## config.mk

```make
export PLATFORM = sky130hd
export DESIGN_NAME = stream_packer
export DESIGN_NICKNAME = d
export VERILOG_FILES = /design/src/rtl/stream_packer.sv
export SDC_FILE = /design/constraint.sdc
export NUM_CORES = 1
export LEC_CHECK = 0
export CORE_ASPECT_RATIO = 1.5
export CORE_UTILIZATION = 40
export DETAILED_ROUTE_END_ITERATION = 7
export PLACE_DENSITY_LB_ADDON = 0.25
export RECOVER_POWER = 50
export REMOVE_ABC_BUFFERS = 1
export SYNTH_ARGS = -nofsm -noshare
export SYNTH_HDL_FRONTEND = slang
export SYNTH_SLANG_ARGS = --single-unit
```

## constraint.sdc

```tcl
create_clock -name clk -period 2.45 [get_ports clk]
set_clock_uncertainty 0.1 [all_clocks]
set_input_delay 0.6125 -clock clk [delete_from_list [all_inputs] [get_ports clk]]
set_output_delay 0.6125 -clock clk [all_outputs]
set_load 0.02 [all_outputs]
```

## src/rtl/stream_packer.sv

```systemverilog
// stream_packer: packs RATIO narrow input beats into one wide output word with lane keep bits
module stream_packer #(
   parameter int DATA_WIDTH = 8,
   parameter int RATIO      = 4
) (
   input  logic                        clk,
   input  logic                        reset,
   input  logic [DATA_WIDTH-1:0]       in_data,
   input  logic                        in_valid,
   input  logic                        in_last,
   output logic                        in_ready,
   output logic [DATA_WIDTH*RATIO-1:0] out_data,
   output logic [RATIO-1:0]            out_keep,
   output logic                        out_last,
   output logic                        out_valid,
   input  logic                        out_ready
);
   localparam int W  = DATA_WIDTH * RATIO;
   localparam int CW = $clog2(RATIO);

   logic [CW-1:0]    cnt_q = '0;
   logic [W-1:0]     acc_q = '0;
   logic [RATIO-1:0] keep_q = '0;
   logic [W-1:0]     out_data_q = '0;
   logic [RATIO-1:0] out_keep_q = '0;
   logic             out_last_q = 1'b0;
   logic             out_valid_q = 1'b0;

   logic [CW-1:0]    cnt_d;
   logic [W-1:0]     acc_d, out_data_d, merged_data;
   logic [RATIO-1:0] keep_d, out_keep_d, merged_keep;
   logic             out_last_d, out_valid_d, completing, in_hs;

   // next-state: lane write, word completion into the output stage, drain on output handshake
   always_comb begin
      completing  = (cnt_q == CW'(RATIO - 1)) || in_last;
      in_ready    = !reset && !(completing && out_valid_q && !out_ready);
      in_hs       = in_valid && in_ready;
      merged_data = acc_q | (W'(in_data) << (int'(cnt_q) * DATA_WIDTH));
      merged_keep = keep_q | (RATIO'(1) << cnt_q);
      cnt_d       = cnt_q;
      acc_d       = acc_q;
      keep_d      = keep_q;
      out_data_d  = out_data_q;
      out_keep_d  = out_keep_q;
      out_last_d  = out_last_q;
      out_valid_d = out_valid_q && !out_ready;
      if (in_hs && completing) begin
         cnt_d       = '0;
         acc_d       = '0;
         keep_d      = '0;
         out_data_d  = merged_data;
         out_keep_d  = merged_keep;
         out_last_d  = in_last;
         out_valid_d = 1'b1;
      end else if (in_hs) begin
         cnt_d  = cnt_q + CW'(1);
         acc_d  = merged_data;
         keep_d = merged_keep;
      end
   end

   // state registers with synchronous reset clearing partial and pending words
   always_ff @(posedge clk) begin
      if (reset) begin
         cnt_q       <= '0;
         acc_q       <= '0;
         keep_q      <= '0;
         out_data_q  <= '0;
         out_keep_q  <= '0;
         out_last_q  <= 1'b0;
         out_valid_q <= 1'b0;
      end else begin
         cnt_q       <= cnt_d;
         acc_q       <= acc_d;
         keep_q      <= keep_d;
         out_data_q  <= out_data_d;
         out_keep_q  <= out_keep_d;
         out_last_q  <= out_last_d;
         out_valid_q <= out_valid_d;
      end
   end

   assign out_data  = out_data_q;
   assign out_keep  = out_keep_q;
   assign out_last  = out_last_q;
   assign out_valid = out_valid_q;
endmodule

```

### After elaboration in Yosys (flattened, before gate mapping)

Index checks and enable logic that the tools add are counted.

| cells by class | value |
|---|---|
| $add $sub $neg | 1 |
| equality and inequality tests | 1 |
| shift-type cells | 2 |
| muxes and demuxes | 1 |
| bitwise gates (word level) | 2 |
| reduce and logical (&&, ||, !) cells | 11 |

Operators by type and width:

| kind | number |
|---|---|
| $or A32 B32 Y32 | 1 |
| $shl A8 B5 Y32 | 1 |
| $logic_and A1 B1 Y1 | 6 |
| $or A4 B4 Y4 | 1 |
| $shl A1 B2 Y4 const A | 1 |
| $logic_not A1 Y1 | 3 |
| $add A2 B1 Y2 const B | 1 |
| $eq A2 B2 Y1 const B | 1 |
| $reduce_or A2 Y1 | 1 |
| $logic_or A1 B1 Y1 | 1 |
| $mux W1 | 1 |

| storage, ports and cells | value |
|---|---|
| flip-flop bits (word level) | 76 |
| logic and storage cells | 25 |

### Longest topological paths before layout

Gate-level depths: netlist (run 1).

| depth | value |
|---|---|
| depth in word-level cells | 9 |
| depth in mapped cells | 8 |
| depth with buffers taken out | 5 |

### Worst setup path before layout (run 1)

Ideal clock, no wire load.

| timing | value |
|---|---|
| kind | flip-flop to output port |
| from | register cnt_q[0] |
| to | output in_ready |
| arrival | 1.373 ns |
| path slack | 0.364 ns |
| cell stages (with the launch flop) | 5 |
| path buffers | 1 |
| cells stage by stage | dfxtp_1 > ha_1 > or2_1 > buf_6 > a21oi_1 |

| between the ends | value |
|---|---|
| word-level cells in the longest chain between the ends | 6 |

Ends and longest elaborated chain:

| element | line | source |
|---|---|---|
| start, declared | 21 | `logic [CW-1:0] cnt_q = '0;` |
| start signal, assigned | 74 | `cnt_q <= cnt_d;` |
| $eq A2 B2 Y1 | 36 | `completing = (cnt_q == CW'(RATIO - 1)) \|\| in_last;` |
| $logic_or A1 B1 Y1 | 36 |  |
| $logic_and A1 B1 Y1 (2 in a row) | 37 | `in_ready = !reset && !(completing && out_valid_q && !out_ready);` |
| $logic_not A1 Y1 | 37 |  |
| $logic_and A1 B1 Y1 | 37 |  |
| end, declared | 11 | `output logic in_ready,` |

Every way passes these cells.

### Final worst setup path (run 1)

| timing | value |
|---|---|
| from | input reset |
| to | register acc_q[20] |

| between the ends | value |
|---|---|
| word-level cells in the longest chain between the ends | 5 |

Ends and longest elaborated chain:

| element | line | source |
|---|---|---|
| start, declared | 7 | `input logic reset,` |
| $logic_not A1 Y1 | 37 |  |
| $logic_and A1 B1 Y1 | 37 |  |
| $logic_and A1 B1 Y1 | 38 | `in_hs = in_valid && in_ready;` |
| $logic_and A1 B1 Y1 | 48 | `if (in_hs && completing) begin` |
| $reduce_or A2 Y1 (no line) | -- |  |
| end signal, assigned | 67 | `acc_q <= '0;` |
| end signal, assigned | 75 | `acc_q <= acc_d;` |
| end, declared | 22 | `logic [W-1:0] acc_q = '0;` |

Several ways; a longest one is shown, not always the timed one.
A chain may end at the register's enable or synchronous reset.

==> results of run 1 <==
==> stage by stage <==
| stage | hold slack [ns] | area [µm²] | power (mW) | setup slack (ns) |
|---|---|---|---|---|
| 2_1_floorplan | 0.309 | 2730 | 1.49 | -0.642 |
| 3_3_place_gp | 0.317 | 3520 | 1.65 | -0.266 |
| 3_5_place_dp | 0.327 | 3520 | 1.65 | -0.270 |
| 4_1_cts | 0.341 | 3710 | 2.57 | 0.00931 |
| 5_1_grt | 0.370 | 3690 | 2.63 | 0.0380 |
| 6_report | 0.337 | 3690 | 2.53 | 0.155 |
==> metal layers <==
layer / up-vias / GRT usage (%) / wire length (µm)
li1: 1232 / - / -
met5: - / 0 / 0
met4: 0 / 10.7 / 169
met2: 36 / 28.2 / 2930
met1: 1012 / 22.0 / 2880
met3: 13 / 2.01 / 136
==> worst register-to-register path, delay by kind of cell (launching register included) <==
kind	cells	cell delay (ns)
DFF	1	0.34
buffers and inverters	2	0.68
and+or+nand+nor	4	0.58
adders and majority gates	1	0.23
==> sequential cells by signal (all words and copies together), names as in the netlist <==
signal	count
acc_q	32
out_data	32
keep_q	4
out_keep	4
cnt_q	2
out_last	1
out_valid	1
==> report_power, final <==
part,internal (mW),total [mW],switching (mW)
sequential,1.28,1.30,0.0188
clock,0.487,0.926,0.440
combinational,0.128,0.307,0.179
==> path summary, 6_finish.rpt <==
path | startpoint | endpoint | slack, ns | cells after the start
worst max-delay path | reset | acc_q[20] | 0.15 | 7
worst min-delay path | keep_q[3] | keep_q[3] | 0.34 | 2
worst max register to register | cnt_q[0] | acc_q[20] | 0.41 | 7
worst min register to register | keep_q[3] | keep_q[3] | 0.34 | 2
==> cell families after synthesis <==
group | count (synthesis)
DFF | 76
adders and majority gates | 4
buffers and inverters | 30
and+or+nand+nor | 92
AOI/OAI and AO/OA | 113
xor gates and xnor gates | 1
==> layout make-up <==
type                            count  area (µm²)  area share (%)
Timing Repair Buffer               72         684            18.5
Clock inverter                      4        51.3            1.39
Multi-Input combinational cell    210        1180            32.1
Inverter                            4        15.0           0.407
Clock buffer                       10         138            3.73
Tap cell                           78        97.6            2.64
Sequential cell                    76        1520            41.2
==> repair_timing <==
action,CTS,global route
resized for setup,1,2
setup endpoints to repair,1,1
hold endpoints to repair,0,0
==> cells in the mapped netlist (all sizes together) <==
cell type and count:
nor2 84, dfxtp 76, a21oi 69, a211oi 36, buf 19, clkbuf 7
a2111oi 4, ha 4, inv 4, nand2b 3, a32oi 2, nand3 2
a311oi 1, nor2b 1, nor4 1, o21ai 1, or2 1, xnor2 1
==> results.txt, run 1 <==
Vias in the first global route: 2093
Total gr overflow: 0
Clock transition at the registers of the reported paths: 0.07 ns
Synth top area share: 53.5%
CP peak stage delay: 0.49 ns
Total Routing Usage GR: 17.4%
Most frequent cells in the layout: 84 x nor2_1, 76 x dfxtp_1, 69 x a21oi_1
Post-layout min period: 2.30 ns
Mux cell area share after synthesis: 0%
Die Ht: 105 µm
Final period utilization: 93.7%
Required @ worst endpoint: 2.63 ns
Final Hold Viols: 0
H-Tree Depth: 3
Post-synth cell types: 21
Total Die Area: 7460 µm²
Hold WC Path Type: reg -> reg
Setup Fix Bufs, Post-CTS: 0
CP Launch Type: input pin
Post-synth top area cell: dfxtp_1
Crit path DAT: 2.47 ns
DRT Pass-1 Iters: 4
TritonCTS buffer count: 9
Pwr Density: 685 nW/µm²
Largest family of logic cells by synthesized area: compound AO/OA/AOI/OAI gates
Non-filler cells, final: 454
Layout Utilization: 53.9%
Core Area: 6850 µm²
Final setup vio count: 0
Root buffer cell: clkbuf_8
Adder-cell area share of the yosys netlist: 1.76%
Total Neg Setup Slack: 0 ns
Num Clock Sinks: 76
Area grow syn2layout: 29.7%
Slew HR: 56.9%
Routed Antenna Nets: 0
Synth Area in Compound Gates: 26.6%
# fillers: 633
#FFs+latches synth: 76
Residual DRC: 0
CP Buf/Inv Count: 3
Simple-gate portion of the synthesized area: 13.4%
First-pass GRT wire length: 10.0 mm
# diodes: 0
Total wire length: 6.11 mm
Hold Buf Count CTS: 0
Critical path type: in -> reg
Kind of cell adding the most delay to the critical path: buffers and inverters
Syn Std Cell Area: 2850 µm²
Cell Chain, Critical Path: clkdlybuf4s50_1, buf_4, nand2b_1, a2111oi_4, buf_4, a21oi_1, nor2_1
Worst setup EP type: flip-flop
Commonest non-fill, non-tap cell in the layout: nor2_1
Die Width: 70.9 µm
Drt wl/cell: 13.5 µm
Ys Warns: 0
IO Pins: 52
Worst Path Max Fanout: 17
PortBufs: 51
Largest net degree at the start of global routing: 46
Peak supply drop: 0.386 mV
Cell mode on critical path: buf_4
Drt initial violations: 81
Status: finished clean
Post-Syn Instances: 316
Vias: 2293
RSZ-0062 raised after global routing: false
Worst-Skew Late Latency: 0.35 ns
Vias per std cell: 5.05
Syn Area/Cell: 9.01 µm²
Pleak: 1.38 nW
Dpl hpwl: 4.20 mm
Max clock buf depth: 2
Slew @ Worst Pin: 0.644 ns
Slew Limit Fails: 0
FP Rows: 37
Dpl cells: 440
Starting density of the core: 41.5%
Xor and xnor area share after synthesis: 0.308%
Largest cells by area after synthesis: dfxtp_1 53%, a21oi_1 12%, nor2_1 11%
Final Wtd Congestion: 0.777
Max Freq: 436 MHz
Initial antenna violation count: 0
Layout Nets: 390
Sequential fraction of the synthesis area: 53.5%
Max-cap violations: 0
Fraction of layout cells with a size suffix above 1: 10.6%
Worst path slowest cell: clkdlybuf4s50_1
TritonCTS clock tree: done
Note: power is estimated with default switching activity, not from simulation.
==> inputs of run 2 (changes only) <==
Clock period 2.45 ns to 2.6 ns, I/O delays scaled along.
==> results.txt, run 2 (synthesized netlist as in run 1, its figures left out) <==
Dpl hpwl: 4.26 mm (+1.5%)
Critical path type: in -> out
Required @ worst endpoint: 1.85 ns (-0.78 ns)
Hold WC Path Type: reg -> reg
Total Routing Usage GR: 17.7% (+0.31 points)
Fraction of layout cells with a size suffix above 1: 10.4% (-0.24 points)
Flop-to-flop setup slack: 0.40 ns (about the same)
First-pass GRT wire length: 10.3 mm (+2.8%)
Non-filler cells, final: 453 (-0.22%)
Drt wl/cell: 13.8 µm (+2.2%)
Layout Nets: 387 (-0.77%)
Vias: 2338 (+2.0%)
Num Clock Sinks: 76 (unchanged)
Slew @ Worst Pin: 0.676 ns (+0.0314 ns)
Vias in the first global route: 2229 (+6.5%)
TritonCTS clock tree: done
Area grow syn2layout: 28.6%
Drt initial violations: 98 (+21%)
Slew Limit Fails: 0 (unchanged)
Root buffer cell: clkbuf_8
Total gr overflow: 0 (unchanged)
TritonCTS buffer count: 9 (unchanged)
H-Tree Depth: 3 (unchanged)
Worst Path Max Fanout: 2 (-15)
Post-layout min period: 2.53 ns
Status: finished clean
Core Area: 6850 µm² (unchanged)
Slew HR: 54.8% (-2.1 points)
Hold Buf Count CTS: 0 (unchanged)
Commonest non-fill, non-tap cell in the layout: nor2_1
Power Total: 2.37 mW (-6.3%)
PortBufs: 51 (unchanged)
Clock transition at the registers of the reported paths: 0.08 ns (about the same)
Total Die Area: 7460 µm² (unchanged)
Pwr Density: 647 nW/µm² (-5.5%)
Routed Antenna Nets: 0 (unchanged)
CP Launch Type: input pin
Fin area: 3660 µm² (-0.85%)
DRT Pass-1 Iters: 4 (unchanged)
Total wire length: 6.23 mm (+2.0%)
Residual DRC: 0 (unchanged)
Worst-Skew Late Latency: 0.35 ns (about the same)
Most frequent cells in the layout: 83 x nor2_1, 76 x dfxtp_1, 69 x a21oi_1
Final Wtd Congestion: 0.787 (+1.3%)
# diodes: 0 (unchanged)
Starting density of the core: 41.5% (unchanged)
Crit path DAT: 1.78 ns (-0.69 ns)
Final setup vio count: 0 (unchanged)
Vias per std cell: 5.16 (+2.2%)
Placed cell area: 3500 µm² (-0.64%)
Max-cap violations: 0 (unchanged)
Hold slack: 0.331 ns (-0.00633 ns)
Final period utilization: 97.2%
Die Width: 70.9 µm (unchanged)
Die Ht: 105 µm (unchanged)
Peak supply drop: 0.377 mV (-2.4%)
Largest net degree at the start of global routing: 46 (unchanged)
Initial antenna violation count: 0 (unchanged)
Final Hold Viols: 0 (unchanged)
Pleak: 1.37 nW (-1.2%)
FP Rows: 37 (unchanged)
Setup Fix Bufs, Post-CTS: 0 (unchanged)
CTS resizes: 1 (unchanged)
# fillers: 650 (+2.7%)
IO Pins: 52 (unchanged)
Max clock buf depth: 2 (unchanged)
Worst setup EP type: primary output
Max Freq: 396 MHz
RSZ-0062 raised after global routing: false
Dpl cells: 437 (-0.68%)
[run 2: cell types whose count changed in the layout (fill, tap and decap cells not counted), moves of 2 or more]
cell	previous run	this run
buf_4	18	15
clkinv_2	1	4
buf_12	2	0
clkbuf_4	0	2
[run 2: layout make-up]
type                       count  area (µm²)  area share, %
sequential                    76        1520           41.6
multi-input combinational    210        1200           32.7
timing repair buffer          69         641           17.5
clock buffer                   9         124           3.38
tap                           78        97.6           2.67
clock inverter                 7        66.3           1.81
inverter                       4        15.0          0.410
[run 2: stage by stage]
| step | setup slack (ns) | utilization, % | TNS (ns) |
|---|---|---|---|
| floorplan | -0.492 | - | -16.58 |
| global placement | -0.188 | 51.1 | -2.86 |
| detailed placement | -0.214 | 51.1 | -3.08 |
| CTS | 0.0571 | 53.9 | 0 |
| global route | 0.0116 | 53.4 | 0 |
| finish | 0.0723 | 53.4 | 0 |
[run 2: worst max-delay path, stage by stage]
cell	delay, ns
clkdlybuf4s50_1	0.42
or2_0	0.24
a21oi_1	0.12
dlygate4sd2_1	0.34
[run 2: metal layers]
metal  routed length [µm]  GRT usage [%]  part of all wire (%)  up-vias
met5                    0              0                     0        -
met2                 3140           30.3                    50       45
met3                  218           3.73                   3.5       10
li1                     -              -                     -     1214
met1                 2760           20.5                    44     1069
met4                  106           9.43                   1.7        0
[run 2: worst paths after layout]
kind | endpoint | start | cells past startpoint
setup / recovery | in_ready | in_last | 4
hold / removal | keep_q[3] | keep_q[3] | 2
setup reg to reg | acc_q[1] | cnt_q[0] | 7
hold reg to reg | keep_q[3] | keep_q[3] | 2
[run 2: report_power, final]
part	internal, mW	leakage, nW	switching, mW
Combinational	0.114	0.649	0.169
Sequential	1.20	0.618	0.0190
Clock	0.439	0.0992	0.425
==> inputs of run 3 (changes only) <==
Settings changed: REMOVE_ABC_BUFFERS 1 to not set.
==> results.txt, run 3 (synthesized netlist as in run 1, its figures left out) <==
Pwr Density: 674 nW/µm² (+4.1%)
CTS resizes: 1 (unchanged)
Root buffer cell: clkbuf_8
Max clock buf depth: 2 (unchanged)
Hold Buf Count CTS: 0 (unchanged)
Max Freq: 420 MHz (+6.1%)
Worst setup EP type: primary output
Total wire length: 6.52 mm (+4.7%)
Worst Path Max Fanout: 2 (unchanged)
Post-layout min period: 2.38 ns (-0.145 ns)
Most frequent cells in the layout: 83 x nor2_1, 76 x dfxtp_1, 69 x a21oi_1
TritonCTS clock tree: done
Worst path slowest cell: clkdlybuf4s50_1
RSZ-0062 raised after global routing: false
CP Buf/Inv Count: 2 (unchanged)
Vias per std cell: 5.25 (+1.7%)
# fillers: 670 (+3.1%)
Core Area: 6850 µm² (unchanged)
Drt wl/cell: 14.5 µm (+5.1%)
# diodes: 0 (unchanged)
Residual DRC: 0 (unchanged)
Crit path DAT: 1.63 ns (-0.15 ns)
Setup Fix Bufs, Post-CTS: 0 (unchanged)
Peak supply drop: 0.449 mV (+19%)
Hold slack: 0.332 ns (+0.00147 ns)
Total gr overflow: 0 (unchanged)
Status: finished clean
Hold WC Path Type: reg -> reg
Worst slack, placed: -0.201 ns (+0.0134 ns)
Area grow syn2layout: 28.6% (about the same)
Fin area: 3660 µm² (about the same)
TritonCTS buffer count: 9 (unchanged)
Num Clock Sinks: 76 (unchanged)
Power Total: 2.47 mW (+4.1%)
Slew HR: 52.8% (-2.0 points)
Final setup vio count: 0 (unchanged)
Largest net degree at the start of global routing: 48 (+4.3%)
Cell Chain, Critical Path: clkdlybuf4s50_1, or2_1, a21oi_1, clkbuf_2
Die Ht: 105 µm (unchanged)
CP Launch Type: input pin
Slew @ Worst Pin: 0.704 ns (+0.0280 ns)
Non-filler cells, final: 451 (-0.44%)
Initial antenna violation count: 0 (unchanged)
Drt initial violations: 87 (-11%)
Pleak: 1.36 nW (-0.31%)
Die Width: 70.9 µm (unchanged)
CP peak stage delay: 0.42 ns (about the same)
Commonest non-fill, non-tap cell in the layout: nor2_1
Max-cap violations: 0 (unchanged)
Final Worst Setup Slack: 0.217 ns (+0.145 ns)
IO Pins: 52 (unchanged)
First-pass GRT wire length: 11.0 mm (+6.5%)
FP Rows: 37 (unchanged)
Final period utilization: 91.6% (-5.6 points)
DRT Pass-1 Iters: 6 (+2)
Dpl cells: 435 (-0.46%)
Total Routing Usage GR: 19.2% (+1.5 points)
H-Tree Depth: 3 (unchanged)
Vias: 2368 (+1.3%)
Total Die Area: 7460 µm² (unchanged)
Final Wtd Congestion: 0.740 (-5.9%)
Required @ worst endpoint: 1.85 ns (about the same)
Layout Nets: 385 (-0.52%)
Layout Utilization: 53.4% (about the same)
Clock transition at the registers of the reported paths: 0.07 ns (about the same)
Slew Limit Fails: 0 (unchanged)
Kind of cell adding the most delay to the critical path: buffers and inverters
Worst-Skew Late Latency: 0.35 ns (about the same)
Starting density of the core: 41.5% (unchanged)
Vias in the first global route: 2206 (-1.0%)
Net Count, Synth: 333
PortBufs: 51 (unchanged)
Fraction of layout cells with a size suffix above 1: 9.65% (-0.75 points)
Dpl hpwl: 4.38 mm (+2.9%)
Final Hold Viols: 0 (unchanged)
Routed Antenna Nets: 0 (unchanged)
Critical path type: in -> out
Placed cell area: 3470 µm² (-0.79%)
Total Neg Setup Slack: 0 ns (unchanged)
-- run 3: where the power goes --
group | leakage (nW) | switching, mW | total, mW | internal, mW
Clock | 0.105 | 0.416 | 0.958 | 0.542
Combinational | 0.639 | 0.172 | 0.286 | 0.114
Sequential | 0.618 | 0.0193 | 1.22 | 1.20
-- run 3: final timing paths --
kind / from / end / slack, ns / depth (start not counted)
max: in_last / in_ready / 0.22 / 4
min: keep_q[3] / keep_q[3] / 0.33 / 2
max reg2reg: cnt_q[0] / cnt_q[0] / 0.56 / 6
min reg2reg: keep_q[3] / keep_q[3] / 0.33 / 2
-- run 3: worst reg2reg max path, delay by kind of cell, from the launching register on --
family / cells / cell delay (ns)
compound gates: 1 / 0.60
xor+xnor: 1 / 0.21
fa+ha+maj: 1 / 0.24
buf+inv: 1 / 0.19
flops: 1 / 0.32
simple gates: 2 / 0.28
-- run 3: area by class of cell --
cell class	instances	area, µm²	share of cell area, %
Clock buffer	12	135	3.69
Tap cell	78	97.6	2.67
Sequential cell	76	1520	41.6
Inverter	4	15.0	0.410
Multi-Input combinational cell	210	1200	32.7
Timing Repair Buffer	67	621	17.0
Clock inverter	4	73.8	2.02
-- run 3: layer usage --
layer | part of all wire, % | vias up | global-route usage (%) | wire length [µm]
met4 | 1.9 | 0 | 9.43 | 121
met5 | 0 | - | 0 | 0
met3 | 2.6 | 7 | 4.02 | 170
met2 | 50 | 46 | 31.3 | 3280
li1 | - | 1209 | - | -
met1 | 45 | 1106 | 23.9 | 2940
==> patch 1, RTL diff (config.mk and constraints of run 2) <==
The parameter `RATIO` goes from 4 to 2.
--- a/src/rtl/stream_packer.sv
+++ b/src/rtl/stream_packer.sv
@@ -1,7 +1,7 @@
 // stream_packer: packs RATIO narrow input beats into one wide output word with lane keep bits
 module stream_packer #(
    parameter int DATA_WIDTH = 8,
-   parameter int RATIO      = 4
+   parameter int RATIO      = 2
 ) (
    input  logic                        clk,
    input  logic                        reset,
Interface: changed (resized out_data and out_keep); port bits go from 52 to 34. No check against the original RTL was run, so the function may have changed too.
==> patch 1 against run 2 <==
Design area is 43% lower; wire length shrank 39%; sequential share of layout area is 3.9 points lower; die area fell by 45%; count of clock-buffer cells in the layout down 3; total power down 49%; worst setup slack improved by 0.11 ns; sequential cell count fell by 37; area after synthesis decreased by 46%; hold slack gained 0.031 ns; via count shrank 40%; largest cell class unchanged.
==> patch 1: results (changes against run 2) <==
Post-DP Area: 2000 um2 (-43%)
status: finished, final reports clean
Max H-tree Level: 2 (-1)
vias in the first global route: 1409 (-37%)
DP HPWL: 2.65 mm (-38%)
later-pin clock latency in the skew report: 0.29 ns (-0.06 ns)
peak supply drop: 0.527 mV (+40%)
total wire length: 3.79 mm (-39%)
TritonCTS Buffers: 5 (-4)
Clock Path Buffers: 2 (unchanged)
largest net degree at the start of global routing: 23 (-50%)
pre-CTS WS: -0.250 ns (-0.0357 ns)
post-synthesis sequential area ratio: 0.509 (-0.0251)
routability cong.: 0.785 (-0.27%)
TritonRoute pass-1 iters: 7 (+3)
root buffer cell: clkbuf_8
layout cell share with drive strength beyond 1: 0.173 (+0.0693)
Top FF cell, synth: dfxtp_1
min-delay src: acc_q[15]$_SDFFE_PP0P_
synth unique cells: 24 (+14%)
fin nets: 215 (-44%)
top post-synthesis cells by area: dfxtp_1 (51%), o311ai_0 (9.7%), a2111oi_2 (6.9%)
worst r2r src: out_valid$_SDFF_PP0_
initial antenna violation count: 0 (unchanged)
Pleak: 0.788 nW (-42%)
port buffer count: 33 (-35%)
first-pass GRT wire length: 6.35 mm (-38%)
DR vias/cell: 5.71 (+11%)
-- patch 1: changes by cell type after synthesis, moves of 7 or more --
cell and delta:
and2_1 +9, a211oi_1 -36, a21oi_1 -48, o21ai_0 +17, buf_2 -7, a2111oi_2 +7, nor2_1 -73, o311ai_0 +17
buf_1 -11, dfxtp_1 -37
-- patch 1: kinds of logic after synthesis --
group                  Yosys count  share of synthesized area
and+or+nand+nor                 27                     0.0972
AOI/OAI and AO/OA               69                      0.344
DFF                             39                      0.509
buffers and inverters           20                     0.0490
-- patch 1: area by class of cell --
| type | instances | area (um2) |
|---|---|---|
| fillers | 331 | 1610 |
| clock buffers | 6 | 82.6 |
| inverters | 11 | 41.3 |
| flip-flops and latches | 39 | 781 |
| well taps | 43 | 53.8 |
| clock inverters | 1 | 5.00 |
| multi-input cells | 96 | 677 |
| repair buffers | 49 | 435 |
-- patch 1: what timing repair did --
action | CTS | global route
endpoints found under the setup margin | 1 | 1
hold endpoints to repair | 0 | 0
hold buffers | 0 | 0
gates resized for setup | 1 | 2
-- patch 1: path summary, 6_finish.rpt --
kind	end	slack, ns	cells after the start
worst max register to register	acc_q[3]$_SDFFE_PP0P_	0.74	4
worst min-delay path	acc_q[15]$_SDFFE_PP0P_	0.36	1
worst min register to register	acc_q[15]$_SDFFE_PP0P_	0.36	1
worst max-delay path	in_ready	0.18	4
-- patch 1: layer usage --
metal	up-vias	share of wire	GRT usage
met2	35	0.54	0.349
met4	0	0.019	0.111
met1	681	0.40	0.236
met5	-	0	0
met3	7	0.038	0.0529
li1	676	-	-
-- patch 1: where the power goes --
part | leakage [nW] | switching, mW | internal [mW]
sequential | 0.317 | 0.00949 | 0.616
clock | 0.0470 | 0.201 | 0.208
combinational | 0.424 | 0.0975 | 0.0727
-- patch 1: through the flow --
stage / hold WS (ns) / instances
2_1_floorplan: 0.331 / 146
3_3_place_gp: 0.343 / 238
3_5_place_dp: 0.347 / 238
4_1_cts: 0.366 / 245
5_1_grt: 0.384 / 245
6_report: 0.361 / 245
-- patch 1: worst max-delay path, stage by stage --
cell             delay, ns
clkdlybuf4s50_1       0.41
or2_2                 0.30
a21oi_1               0.13
clkbuf_2              0.18
==> patch 2, RTL diff (settings of run 2) <==
Made on the original files. Make the reset (`reset`) asynchronous in one clocked block. Comments in the files are not updated.
--- a/src/rtl/stream_packer.sv
+++ b/src/rtl/stream_packer.sv
@@ -61,7 +61,7 @@
    end
 
    // state registers with synchronous reset clearing partial and pending words
-   always_ff @(posedge clk) begin
+   always_ff @(posedge clk or posedge reset) begin
       if (reset) begin
          cnt_q       <= '0;
          acc_q       <= '0;
Formal check against the unedited RTL: differs if reset is asserted again (counterexample within 4 cycles, from zero or initial values and one cycle with reset high); with reset held inactive, the same outputs for 10 cycles.
==> patch 2 against run 2 <==
Sequential cell count unchanged; count of clock-buffer cells in the layout up 4; worst setup slack better by 0.11 ns; die area up 18%; design area up 15%; hold slack better by 0.062 ns; maximum frequency up 4.5%; via count up 1.9%; area after synthesis up 18%; sequential share of layout area up 3.5 points; non-clock buffer count down 3; wire length up 11%; register-to-register slack better by 0.44 ns; largest cell class unchanged; highest routed layer unchanged.
Power is not compared: it rests on default switching activity, and its combinational part moved more than twofold at a synthesized area within 25%.
==> patch 2: results (changes against run 2) <==
reg2reg setup slack: 0.84 ns (+0.44 ns)
vias in the first global route: 2330 (+4.5%)
routability cong.: 0.736 (-6.4%)
min-delay src: acc_q[10]$_DFFE_PP0P_
Total GRT Usage: 0.169 (-0.00823)
hold-critical path endpoint: acc_q[10]$_DFFE_PP0P_
Clock transition at path regs: 0.06 ns (-0.02 ns)
WHS: 0.393 ns (+0.0622 ns)
worst r2r path cells: 6 (-1)
Routed wire per std cell: 14.7 um (+6.9%)
RR Endpoint: out_data[3]$_DFFE_PP0P_
TritonCTS Buffers: 9 (unchanged)
Rel. slew slack: 0.294 (-0.254)
first-pass GRT wire length: 11.2 mm (+9.1%)
Critical Path Source: out_ready
wire length on met1: 3.07 mm (+11%)
Setup Buffers After CTS: 0 (unchanged)
routed via count: 2383 (+1.9%)
status: finished, final reports clean
crit path DAT: 1.67 ns (-0.11 ns)
synth unique cells: 31 (+48%)
post-synthesis sequential area ratio: 0.565 (+0.0308)
Post-synth top cells: dfrtp_1 (76), nor2_1 (42), inv_1 (38)
compound-gate portion of the synthesized area: 0.124 (-0.142)
met3 routed WL: 276 um (+27%)
later-pin clock latency in the skew report: 0.33 ns (-0.02 ns)
worst r2r src: cnt_q[1]$_DFFE_PP0P_
Pleak: 1.89 nW
asr flop ratio synth: 1.00 (+1.00)
met2 wire len: 3.47 mm (+11%)
DP HPWL: 4.49 mm (+5.4%)
Post-DP Area: 3940 um2 (+13%)
post-synthesis mux area share: 0.107 (+0.107)
Resized Gates After CTS: 1 (unchanged)
Hold Crit Depth: 2 (unchanged)
largest net degree at the start of global routing: 52 (+13%)
Pwr Total: 4.05 mW
Synth Area in XOR/XNOR: 0 (-0.00308)
fin nets: 379 (-2.1%)
Iter 0 DRT Violations: 165 (+68%)
patch 2: metrics by stage:
stage | setup slack, ns | std cells
2_1_floorplan | -1.86 | 285
3_5_place_dp | -0.106 | 456
3_3_place_gp | -0.0826 | 456
4_1_cts | 0.165 | 471
6_report | 0.180 | 471
5_1_grt | 0.128 | 471
patch 2: worst max-delay path, cell delays in order:
cell             delay, ns
clkdlybuf4s50_1       0.44
nand2b_1              0.11
nor2_1                0.04
nor2_1                0.08
dlygate4sd2_1         0.34
patch 2: layer usage:
layer	vias to the layer above	global-route usage
li1	1149	-
met1	1178	0.203
met2	49	0.282
met3	7	0.0550
met4	0	0.0641
met5	-	0
patch 2: cell families after synthesis:
group           Yosys count
buf+inv                  63
mux                      36
fa+ha+maj                 4
compound gates           73
simple gates             58
flops                    76
patch 2: final cells by class:
class / instances / area, um2
clock buffer: 13 / 250
clock inverter: 2 / 35.0
fill: 728 / 3840
inverter: 38 / 143
multi-input combinational: 171 / 1130
sequential: 76 / 1900
tap: 105 / 131
timing repair buffer: 66 / 626
